File: src/rtl/stream_demux_1to2.sv
// Registered 1-to-2 stream demux: the packet's first beat picks the output channel and the packet stays on it.
// Optional per-channel completed-packet counters are enabled by defining PKT_COUNT_EN.
module stream_demux_1to2 #(
  parameter int WIDTH = 8,
  parameter int CNT_W = 16
) (
  input  logic             clk,
  input  logic             rst,
  input  logic [WIDTH-1:0] in_data,
  input  logic             in_sel,
  input  logic             in_last,
  input  logic             in_valid,
  output logic             in_ready,
  output logic [WIDTH-1:0] out0_data,
  output logic             out0_last,
  output logic             out0_valid,
  input  logic             out0_ready,
  output logic [WIDTH-1:0] out1_data,
  output logic             out1_last,
  output logic             out1_valid,
  input  logic             out1_ready
`ifdef PKT_COUNT_EN
  ,
  output logic [CNT_W-1:0] pkt_cnt0,
  output logic [CNT_W-1:0] pkt_cnt1
`endif
);

  // state  | meaning
  // S_IDLE | waiting for a packet's first beat; in_sel routes it
  // S_BUSY | mid-packet; route_sel_q routes until the last beat
  typedef enum logic {S_IDLE, S_BUSY} state_t;

  if (CNT_W < 1) begin : g_bad_cnt_w
    $error("stream_demux_1to2: CNT_W must be at least 1");
  end

  state_t           state_q, state_d;
  logic             route_sel_q, route_sel_d;
  logic             out0_valid_q, out0_valid_d;
  logic             out0_last_q, out0_last_d;
  logic [WIDTH-1:0] out0_data_q, out0_data_d;
  logic             out1_valid_q, out1_valid_d;
  logic             out1_last_q, out1_last_d;
  logic [WIDTH-1:0] out1_data_q, out1_data_d;

  logic eff_sel, free0, free1, accept, acc0, acc1;

  // The unselected channel never gates in_ready, so a stalled consumer only blocks its own traffic.
  always_comb begin
    eff_sel  = (state_q == S_IDLE) ? in_sel : route_sel_q;
    free0    = !out0_valid_q || out0_ready;
    free1    = !out1_valid_q || out1_ready;
    in_ready = eff_sel ? free1 : free0;
    accept   = in_valid && in_ready;
    acc0     = accept && !eff_sel;
    acc1     = accept && eff_sel;
  end

  always_comb begin
    state_d     = state_q;
    route_sel_d = route_sel_q;
    case (state_q)
      S_IDLE: begin
        if (accept && !in_last) begin
          state_d     = S_BUSY;
          route_sel_d = in_sel;
        end
      end
      S_BUSY: begin
        if (accept && in_last) begin
          state_d = S_IDLE;
        end
      end
      default: state_d = S_IDLE;
    endcase
  end

  always_comb begin
    out0_valid_d = out0_valid_q;
    out0_last_d  = out0_last_q;
    out0_data_d  = out0_data_q;
    if (acc0) begin
      out0_valid_d = 1'b1;
      out0_last_d  = in_last;
      out0_data_d  = in_data;
    end else if (out0_ready) begin
      out0_valid_d = 1'b0;
    end
  end

  always_comb begin
    out1_valid_d = out1_valid_q;
    out1_last_d  = out1_last_q;
    out1_data_d  = out1_data_q;
    if (acc1) begin
      out1_valid_d = 1'b1;
      out1_last_d  = in_last;
      out1_data_d  = in_data;
    end else if (out1_ready) begin
      out1_valid_d = 1'b0;
    end
  end

  always_ff @(posedge clk) begin
    if (rst) begin
      state_q      <= S_IDLE;
      route_sel_q  <= 1'b0;
      out0_valid_q <= 1'b0;
      out0_last_q  <= 1'b0;
      out0_data_q  <= '0;
      out1_valid_q <= 1'b0;
      out1_last_q  <= 1'b0;
      out1_data_q  <= '0;
    end else begin
      state_q      <= state_d;
      route_sel_q  <= route_sel_d;
      out0_valid_q <= out0_valid_d;
      out0_last_q  <= out0_last_d;
      out0_data_q  <= out0_data_d;
      out1_valid_q <= out1_valid_d;
      out1_last_q  <= out1_last_d;
      out1_data_q  <= out1_data_d;
    end
  end

  assign out0_valid = out0_valid_q;
  assign out0_last  = out0_last_q;
  assign out0_data  = out0_data_q;
  assign out1_valid = out1_valid_q;
  assign out1_last  = out1_last_q;
  assign out1_data  = out1_data_q;

`ifdef PKT_COUNT_EN
  logic [CNT_W-1:0] pkt_cnt0_q, pkt_cnt0_d;
  logic [CNT_W-1:0] pkt_cnt1_q, pkt_cnt1_d;

  // Counters wrap naturally at 2^CNT_W.
  always_comb begin
    pkt_cnt0_d = pkt_cnt0_q;
    pkt_cnt1_d = pkt_cnt1_q;
    if (acc0 && in_last) pkt_cnt0_d = pkt_cnt0_q + 1'b1;
    if (acc1 && in_last) pkt_cnt1_d = pkt_cnt1_q + 1'b1;
  end

  always_ff @(posedge clk) begin
    if (rst) begin
      pkt_cnt0_q <= '0;
      pkt_cnt1_q <= '0;
    end else begin
      pkt_cnt0_q <= pkt_cnt0_d;
      pkt_cnt1_q <= pkt_cnt1_d;
    end
  end

  assign pkt_cnt0 = pkt_cnt0_q;
  assign pkt_cnt1 = pkt_cnt1_q;
`endif

endmodule

File: config.mk
export PLATFORM = sky130hd
export DESIGN_NAME = stream_demux_1to2
export DESIGN_NICKNAME = d
export VERILOG_FILES = /design/src/rtl/stream_demux_1to2.sv
export SDC_FILE = /design/constraint.sdc
export NUM_CORES = 1
export LEC_CHECK = 0
export CORE_MARGIN = 2
export CORE_UTILIZATION = 35
export CTS_CLUSTER_SIZE = 16
export DETAILED_ROUTE_END_ITERATION = 6
export PLACE_DENSITY = 0.71
export SKIP_CTS_REPAIR_TIMING = 1
export SLEW_MARGIN = 0
export SYNTH_ARGS = -nofsm -noshare
export SYNTH_HDL_FRONTEND = slang
export SYNTH_SLANG_ARGS = --single-unit
File: constraint.sdc
create_clock -name clk -period 2.2 [get_ports clk]
set_input_delay 0.44 -clock clk [delete_from_list [all_inputs] [get_ports clk]]
set_output_delay 0.44 -clock clk [all_outputs]
set_load 0.1 [all_outputs]
**Word level (Yosys, flattened, before mapping)**

Index checks and enable logic that the tools add are counted.

- Multiplexer cells: 9
- Bitwise logic cells: 1
- Reduce and logical (&&, ||, !) cells: 14

Operator list:

| operator | number |
|---|---|
| $mux 1 | 8 |
| $logic_and 1x1->1 | 5 |
| $logic_not 1->1 | 4 |
| $reduce_bool 2->1 | 2 |
| $logic_or 1x1->1 | 2 |
| $pmux 1 s2 | 1 |
| $reduce_and 2->1 | 1 |
| $not 1->1 | 1 |

- Word-level logic and storage cells: 32
- Register bits: 22
- Output and inout port bits: 21

**Logic depth before layout (Yosys ltp)**

Gate-level depths: netlist of run 1.

- Word-level depth: 7
- Depth in mapped cells: 5
- Depth with buffers taken out: 4

**Worst setup path before layout of run 1**

No wires, ideal clock.

- Path kind: flip-flop to output port
- Start: reg out1_valid_q (netlist: out1_valid)
- End: out in_ready
- Buffers on the path: 0
- Arrival time: 1.752 ns
- Slack: 0.008 ns
- Stages on the path, launching flop included: 3
- Path through: dfxtp_1 -> or2b_1 -> mux2_2

- Word-level cells in the longest chain between the ends: 3

Ends and longest elaborated chain:

| what | line | text |
|---|---|---|
| from (decl) | 43 | `logic out1_valid_q, out1_valid_d;` |
| from (signal assigned) | 121 | `out1_valid_q <= out1_valid_d;` |
| $logic_not 1->1 | 53 | `free1 = !out1_valid_q \|\| out1_ready;` |
| $logic_or 1x1->1 | 53 |  |
| $mux 1 | 54 | `in_ready = eff_sel ? free1 : free0;` |
| to (decl) | 13 | `output logic in_ready,` |

No other way between the ends.

**Worst setup path in the final report of run 1**

- Start: in in_sel
- End: out in_ready

- Word-level cells in the longest chain between the ends: 2

Ends and longest elaborated chain:

| what | line | text |
|---|---|---|
| from (decl) | 10 | `input logic in_sel,` |
| $mux 1 | 51 | `eff_sel = (state_q == S_IDLE) ? in_sel : route_sel_q;` |
| $mux 1 | 54 |  |

No other way between the ends.

==> flow_metrics.tcl, run 1 <==
set metrics [dict create \
    cp_max_fo 3 \
    n_antenna_cell 0 \
    clk_transition_reported_paths_ns 0.11 \
    antenna_found_initial 0 \
    path_class "in2out" \
    finalMaxSlewViolations 0 \
    rsz0062_at_grt "no" \
    cts-root-buf "clkbuf_4" \
    ctsHtreeMaxLevel 1 \
    setup_viol 0 \
    power_density_mw_per_mm2 774 \
    grt_remaining_overflow 0 \
    skew_ns 0.00187 \
    tightest_slew_ns 0.349 \
    avgViaCountPerCell 4.62 \
    syn_area_um2 855 \
    maxCapViolations 0 \
    min_period_ns 2.14 \
    synth_top_cell_by_area "dfxtp_1" \
    r2r_slack_ns 0.69 \
    dieArea_mm2 0.00285 \
    start_util_pct 37.9 \
    finalSetupTns_ns 0 \
    dr.pass1.iters 4 \
    cts_tree "yes" \
    path_delay_family "multiplexers" \
    required_ns 1.76 \
    final.fill_count 236 \
    portBuffers 35 \
    end_kind "primary output" \
    status "finished, final reports clean" \
    finish.utilization_pct 54.7 \
    ir_drop_mv 0.454 \
    yosysSeqAreaShare_pct 51.5 \
    netlist_top_cells_area "dfxtp_1 52%, mux2i_1 22%, nor2_1 7.9%" \
    synth_warnings 0 \
    critical-path-max-stage-delay_ns 0.44 \
    power_frac_clock_pct 21.9 \
    drt-initial-drc-count 9 \
    wire_per_inst_um 12.3 \
    syn_inst 77 \
    numCtsBuffers 3 \
    seqPwrFrac_pct 45.7 \
    crit_chain "clkdlybuf4s50_1, mux2i_2, mux2_2, buf_12" \
    clk_latency_ns 0.29 \
    core_mm2 0.00225 \
    mostFrequentLayoutCell "buf_4" \
    combPwrFrac_pct 32.5 \
    clock_sinks 22 \
    synth_top_area_share_pct 51.5 \
    syn_nets 92 \
    layout_common_cells "24 x buf_4, 22 x dfxtp_1, 19 x mux2i_1" \
    p_sw_mw 0.338 \
    path_buf_inv 2 \
    grt_pass1_vias 668 \
    post-route-period-util_pct 97.2 \
    die_x_um 53.4 \
    synth_cell_types 16 \
    core.rowCount 17 \
    gr-usage-all-layers_pct 13.6 \
    cp-start-kind "primary input" \
    clock.fmax_mhz 468 \
    grt_max_degree 14 \
    hpwl_mm 1.33 \
    wl_mm 1.77 \
    p_int_mw 0.616 \
    p_leak_nw 0.614 \
    drc 0 \
    cts_buffer_depth 2 \
    drive_gt1_share_pct 30.2 \
    dieHeight_um 53.4 \
    switching_share_pct 35.5 \
    postRouteAntennaNets 0 \
    grt_pass1_wl_mm 2.82 \
    finalHoldViolCount 0 \
    nNetsFinal 132 \
    hold_path.class "reg2reg" \
    ys_seq_elements 22 \
    cpMaxStageDelayCell "clkdlybuf4s50_1" \
    io_pins 36 \
    area_delta_synth_final_pct 44.2 \
    arrival_ns 1.70 \
    avgSynthCellArea_um2 11.1 \
    gp_congestion 0.616 \
    slew_headroom_pct 76.7 \
    dr_total_vias 665 \
]
==> sequential cells by signal, indices dropped and copies added, names as in the netlist, named ones only <==
register and cells:
out1_valid 1, out1_data 8, out0_valid 1, out1_last 1, route_sel_q 1, out0_data 8, out0_last 1
==> logic make-up after synthesis <==
group / synth area share [%]
and+or+nand+nor: 15.1
DFF: 51.5
muxes: 25.2
buffers and inverters: 3.95
AOI/OAI and AO/OA: 4.25
==> per-stage QoR <==
stage	worst slack [ns]	cells	instance area, µm²	total power [mW]	hold slack, ns
2_1_floorplan	0.00782	77	855	0.676	0.458
3_3_place_gp	0.0915	140	1200	0.753	0.479
3_5_place_dp	0.0723	140	1200	0.756	0.490
4_1_cts	0.0614	144	1230	0.967	0.510
5_1_grt	0.00360	144	1230	1.00	0.528
6_report	0.0626	144	1230	0.954	0.503
==> worst reg2reg max path: stages (launching register included) <==
cell and delay (ns):
dfxtp_1 0.42, mux2i_2 0.31, nand3_2 0.25, buf_4 0.24, mux2i_1 0.15, nor2_1 0.05
==> worst paths after layout <==
kind                                               start                        end  cells after the start
worst min register to register  route_sel_q$_SDFFE_PP0P_   route_sel_q$_SDFFE_PP0P_                      2
worst min-delay path            route_sel_q$_SDFFE_PP0P_   route_sel_q$_SDFFE_PP0P_                      2
worst max-delay path                              in_sel                   in_ready                      4
worst max register to register                      flop  out0_data[1]$_SDFFE_PP0P_                      5
==> cells in the mapped netlist (all sizes together) <==
| library cell | instances |
|---|---|
| a211oi | 1 |
| a21o | 1 |
| a21oi | 3 |
| buf | 2 |
| clkbuf | 2 |
| dfxtp | 22 |
| mux2 | 1 |
| mux2i | 20 |
| nand2b | 3 |
| nand3 | 2 |
| nand3b | 1 |
| nor2 | 18 |
| or2b | 1 |
==> final cells by class <==
cell class | instances | area [µm²] | share of cell area [%]
flip-flops and latches | 22 | 440 | 35.7
clock buffers | 4 | 36.3 | 2.94
well taps | 28 | 35.0 | 2.84
multi-input cells | 51 | 380 | 30.9
repair buffers | 39 | 340 | 27.6
==> power by group through the flow <==
stage,Clock [mW],Combinational [mW],Sequential [mW]
floorplan,0,0.0799,0.596
global placement,0,0.309,0.444
detailed placement,0,0.311,0.445
CTS,0.219,0.312,0.436
global route,0.239,0.324,0.438
finish,0.209,0.310,0.436
==> per-layer routing <==
layer,global-route usage [%],vias up,share of wire [%]
met2,23.0,24,46
met4,5.13,0,0
met5,0,-,0
li1,-,339,-
met1,16.5,302,47
met3,3.11,0,6.4
(Power assumes the default switching activity.)
==> inputs of run 2 (changes only) <==
- ABC_CLOCK_PERIOD_IN_PS: unset -> 2200
- CTS_BUF_LIST: unset -> sky130_fd_sc_hd__clkbuf_8
==> flow_metrics.tcl, run 2 (synthesis results as in run 1) <==
set metrics [dict create \
    reg2reg_depth 5 \
    cp_max_fo 3 \
    portBuffers 35 \
    finalSetupTns_ns 0 \
    wire_per_inst_um 12.5 \
    drive_gt1_share_pct 30.2 \
    hold_depth 2 \
    n_antenna_cell 0 \
    antenna_found_initial 0 \
    hpwl_mm 1.33 \
    path_class "in2out" \
    io_pins 36 \
    gp_congestion 0.616 \
    cts_buffer_depth 2 \
    cts-root-buf "clkbuf_8" \
    clk_transition_reported_paths_ns 0.07 \
    avgViaCountPerCell 4.66 \
    power_density_mw_per_mm2 819 \
    core.rowCount 17 \
    cts_tree "yes" \
    core_mm2 0.00225 \
    p_leak_nw 0.621 \
    ir_drop_mv 0.448 \
    hold_path.class "reg2reg" \
    status "finished, final reports clean" \
    mostFrequentLayoutCell "buf_4" \
    drc 0 \
    grt_max_degree 14 \
    post-route-period-util_pct 97.1 \
    wl_mm 1.79 \
    numCtsBuffers 3 \
    setup_viol 0 \
    skew_ns 0.00293 \
    cp-start-kind "primary input" \
    end_kind "primary output" \
    grt_pass1_vias 682 \
    postRouteAntennaNets 0 \
    clock.fmax_mhz 468 \
    worstHoldStart "route_sel_q$_SDFFE_PP0P_" \
    arrival_ns 1.70 \
    maxCapViolations 0 \
    die_x_um 53.4 \
    nNetsFinal 132 \
    finalHoldViolCount 0 \
    dieArea_mm2 0.00285 \
    finalMaxSlewViolations 0 \
    dieHeight_um 53.4 \
    layout_common_cells "24 x buf_4, 22 x dfxtp_1, 19 x mux2i_1" \
    gr-usage-all-layers_pct 13.8 \
    dr_total_vias 671 \
    tightest_slew_ns 0.344 \
    r2r_slack_ns 0.71 \
    start_util_pct 37.9 \
    area_delta_synth_final_pct 46.4 \
    finish.utilization_pct 55.5 \
    slew_headroom_pct 77.0 \
    grt_remaining_overflow 0 \
    grt_pass1_wl_mm 2.85 \
    min_period_ns 2.14 \
    dr.pass1.iters 4 \
    min_to "route_sel_q$_SDFFE_PP0P_" \
    rsz0062_at_grt "no" \
    required_ns 1.76 \
    clk_latency_ns 0.26 \
    drt-initial-drc-count 6 \
    ctsHtreeMaxLevel 1 \
    clock_sinks 22 \
    r2r_end "out0_data[1]$_SDFFE_PP0P_" \
]
-- run 2: cell types whose count changed in the layout (fill, tap and decap cells not counted) --
cell      before  now
clkbuf_8       1    4
clkbuf_4       3    0
-- run 2: critical path: stages --
cell and delay (ns):
clkdlybuf4s50_1 0.44, mux2i_2 0.24, mux2_2 0.40, buf_12 0.17
-- run 2: worst max-delay path by stage --
| stage | start | to | slack (ns) | depth (start not counted) |
|---|---|---|---|---|
| floorplan | out1_valid$_SDFFE_PP0P_ | in_ready | 0.008 | 2 |
| global placement | in_sel | in_ready | 0.09 | 4 |
| detailed placement | in_sel | in_ready | 0.07 | 4 |
| CTS | in_sel | in_ready | 0.06 | 4 |
| global route | in_sel | in_ready | 0.004 | 4 |
| finish | in_sel | in_ready | 0.06 | 4 |
-- run 2: power breakdown --
| part | internal (mW) | switching (mW) |
|---|---|---|
| logic | 0.0929 | 0.218 |
| clock network | 0.159 | 0.120 |
| registers | 0.422 | 0.0135 |
| total | 0.674 | 0.351 |
-- run 2: layout make-up --
type / count / area [µm²]
Fill cell: 235 / 1000
Sequential cell: 22 / 440
Multi-Input combinational cell: 51 / 380
Timing Repair Buffer: 39 / 340
Clock buffer: 4 / 55.1
Tap cell: 28 / 35.0
-- run 2: per-stage QoR --
stage / power, mW / setup slack (ns) / cell area [µm²] / instances / hold WS, ns
finish: 1.02 / 0.0627 / 1250 / 144 / 0.497
global route: 1.07 / 0.00360 / 1250 / 144 / 0.521
CTS: 1.03 / 0.0614 / 1250 / 144 / 0.504
detailed placement: 0.756 / 0.0723 / 1200 / 140 / 0.490
global placement: 0.753 / 0.0915 / 1200 / 140 / 0.479
floorplan: 0.676 / 0.00782 / 855 / 77 / 0.458
-- run 2: routing by layer --
layer	vias to the layer above	global-route usage [%]	part of all wire [%]	routed length, µm
met5	-	0	0	0
met4	0	5.13	0.56	10
met3	2	3.95	6.4	115
met2	26	23.3	46	817
met1	305	16.5	47	850
li1	338	-	-	-
==> inputs of run 3 (changes only) <==
- CAP_MARGIN: unset -> 20
- CORE_MARGIN: 2 -> unset
==> flow_metrics.tcl, run 3 (synthesis results as in run 1) <==
set metrics [dict create \
    wl_mm 1.72 \
    setup_viol 0 \
    skew_ns 0.00154 \
    tightest_slew_ns 0.360 \
    power_mw 1.02 \
    dr.pass1.iters 4 \
    reg2reg_depth 5 \
    cts_buffer_depth 2 \
    start_util_pct 37.9 \
    gr-usage-all-layers_pct 14.7 \
    finalMaxSlewViolations 0 \
    hold_path.class "reg2reg" \
    grt_pass1_wl_mm 2.80 \
    grt_max_degree 14 \
    numCtsBuffers 3 \
    cts_tree "yes" \
    dieHeight_um 51.4 \
    avgViaCountPerCell 4.51 \
    clk_latency_ns 0.25 \
    drt-initial-drc-count 7 \
    dieArea_mm2 0.00264 \
    rsz0062_at_grt "no" \
    path_class "in2out" \
    post-route-period-util_pct 97.4 \
    gp_congestion 0.650 \
    required_ns 1.76 \
    ir_drop_mv 0.525 \
    end_kind "primary output" \
    core.rowCount 17 \
    grt_remaining_overflow 0 \
    n_antenna_cell 0 \
    min_period_ns 2.14 \
    clock_sinks 22 \
    antenna_found_initial 0 \
    nNetsFinal 132 \
    min_to "route_sel_q$_SDFFE_PP0P_" \
    cp_max_fo 3 \
    clock.fmax_mhz 467 \
    wire_per_inst_um 11.9 \
    area_delta_synth_final_pct 46.4 \
    die_x_um 51.4 \
    finalSetupTns_ns 0 \
    core_mm2 0.00225 \
    maxCapViolations 0 \
    portBuffers 35 \
    drc 0 \
    arrival_ns 1.70 \
    layout_common_cells "24 x buf_4, 22 x dfxtp_1, 19 x mux2i_1" \
    startpoint "in_sel" \
    critical-path-max-stage-delay_ns 0.44 \
    slew_headroom_pct 75.9 \
    mostFrequentLayoutCell "buf_4" \
    dr_total_vias 650 \
    status "finished, final reports clean" \
    crit_chain "clkdlybuf4s50_1, mux2i_2, mux2_2, buf_12" \
    finish.utilization_pct 55.5 \
    cts-root-buf "clkbuf_8" \
    cpMaxStageDelayCell "clkdlybuf4s50_1" \
    worstHoldStart "route_sel_q$_SDFFE_PP0P_" \
    cp-start-kind "primary input" \
    hold_depth 2 \
    drive_gt1_share_pct 30.2 \
    ctsHtreeMaxLevel 1 \
    final.fill_count 229 \
    p_leak_nw 0.621 \
    postRouteAntennaNets 0 \
    finalHoldViolCount 0 \
    clk_transition_reported_paths_ns 0.07 \
    power_density_mw_per_mm2 816 \
    grt_pass1_vias 633 \
    io_pins 36 \
    hpwl_mm 1.29 \
    r2r_slack_ns 0.67 \
]
run 3: cell counts in the layout (fill, tap and decap cells not counted):
No cell type changed its count.
run 3: critical path: cells and delay by family:
family,cells,cell delay [ns]
mux,2,0.65
buf+inv,2,0.61
run 3: power by group:
part	leakage, nW	internal (mW)	total [mW]	switching [mW]
combinational	0.413	0.0929	0.310	0.217
clock	0.0288	0.159	0.276	0.117
sequential	0.180	0.422	0.435	0.0132
total	0.621	0.674	1.02	0.347
run 3: cell type report:
| class | instances | area [µm²] | area share, % |
|---|---|---|---|
| Multi-Input combinational cell | 51 | 380 | 30.4 |
| Clock buffer | 4 | 55.1 | 4.40 |
| Sequential cell | 22 | 440 | 35.2 |
| Tap cell | 28 | 35.0 | 2.80 |
| Timing Repair Buffer | 39 | 340 | 27.2 |
run 3: stage by stage:
| stage | std cells | hold slack, ns | setup slack (ns) | instance area [µm²] |
|---|---|---|---|---|
| after CTS | 144 | 0.494 | 0.0439 | 1250 |
| after global routing | 144 | 0.524 | 0.0181 | 1250 |
| after global placement | 140 | 0.478 | 0.0959 | 1200 |
| final | 144 | 0.492 | 0.0573 | 1250 |
| after detailed placement | 140 | 0.483 | 0.0618 | 1200 |
| after floorplan | 77 | 0.458 | 0.00782 | 855 |
run 3: layer usage:
metal  track usage (%)  share of wire, %  routed length [µm]
met2              24.2                46                 785
met1              16.8                45                 776
met4              6.76              0.52                   9
met5                 0                 0                   0
met3              5.36               8.4                 144
run 3: how the worst max path moves through the flow:
stage | cells past startpoint | endpoint | slack, ns
global placement | 4 | in_ready | 0.1
finish | 4 | in_ready | 0.06
global route | 4 | in_ready | 0.02
CTS | 4 | in_ready | 0.04
detailed placement | 4 | in_ready | 0.06
floorplan | 2 | in_ready | 0.008
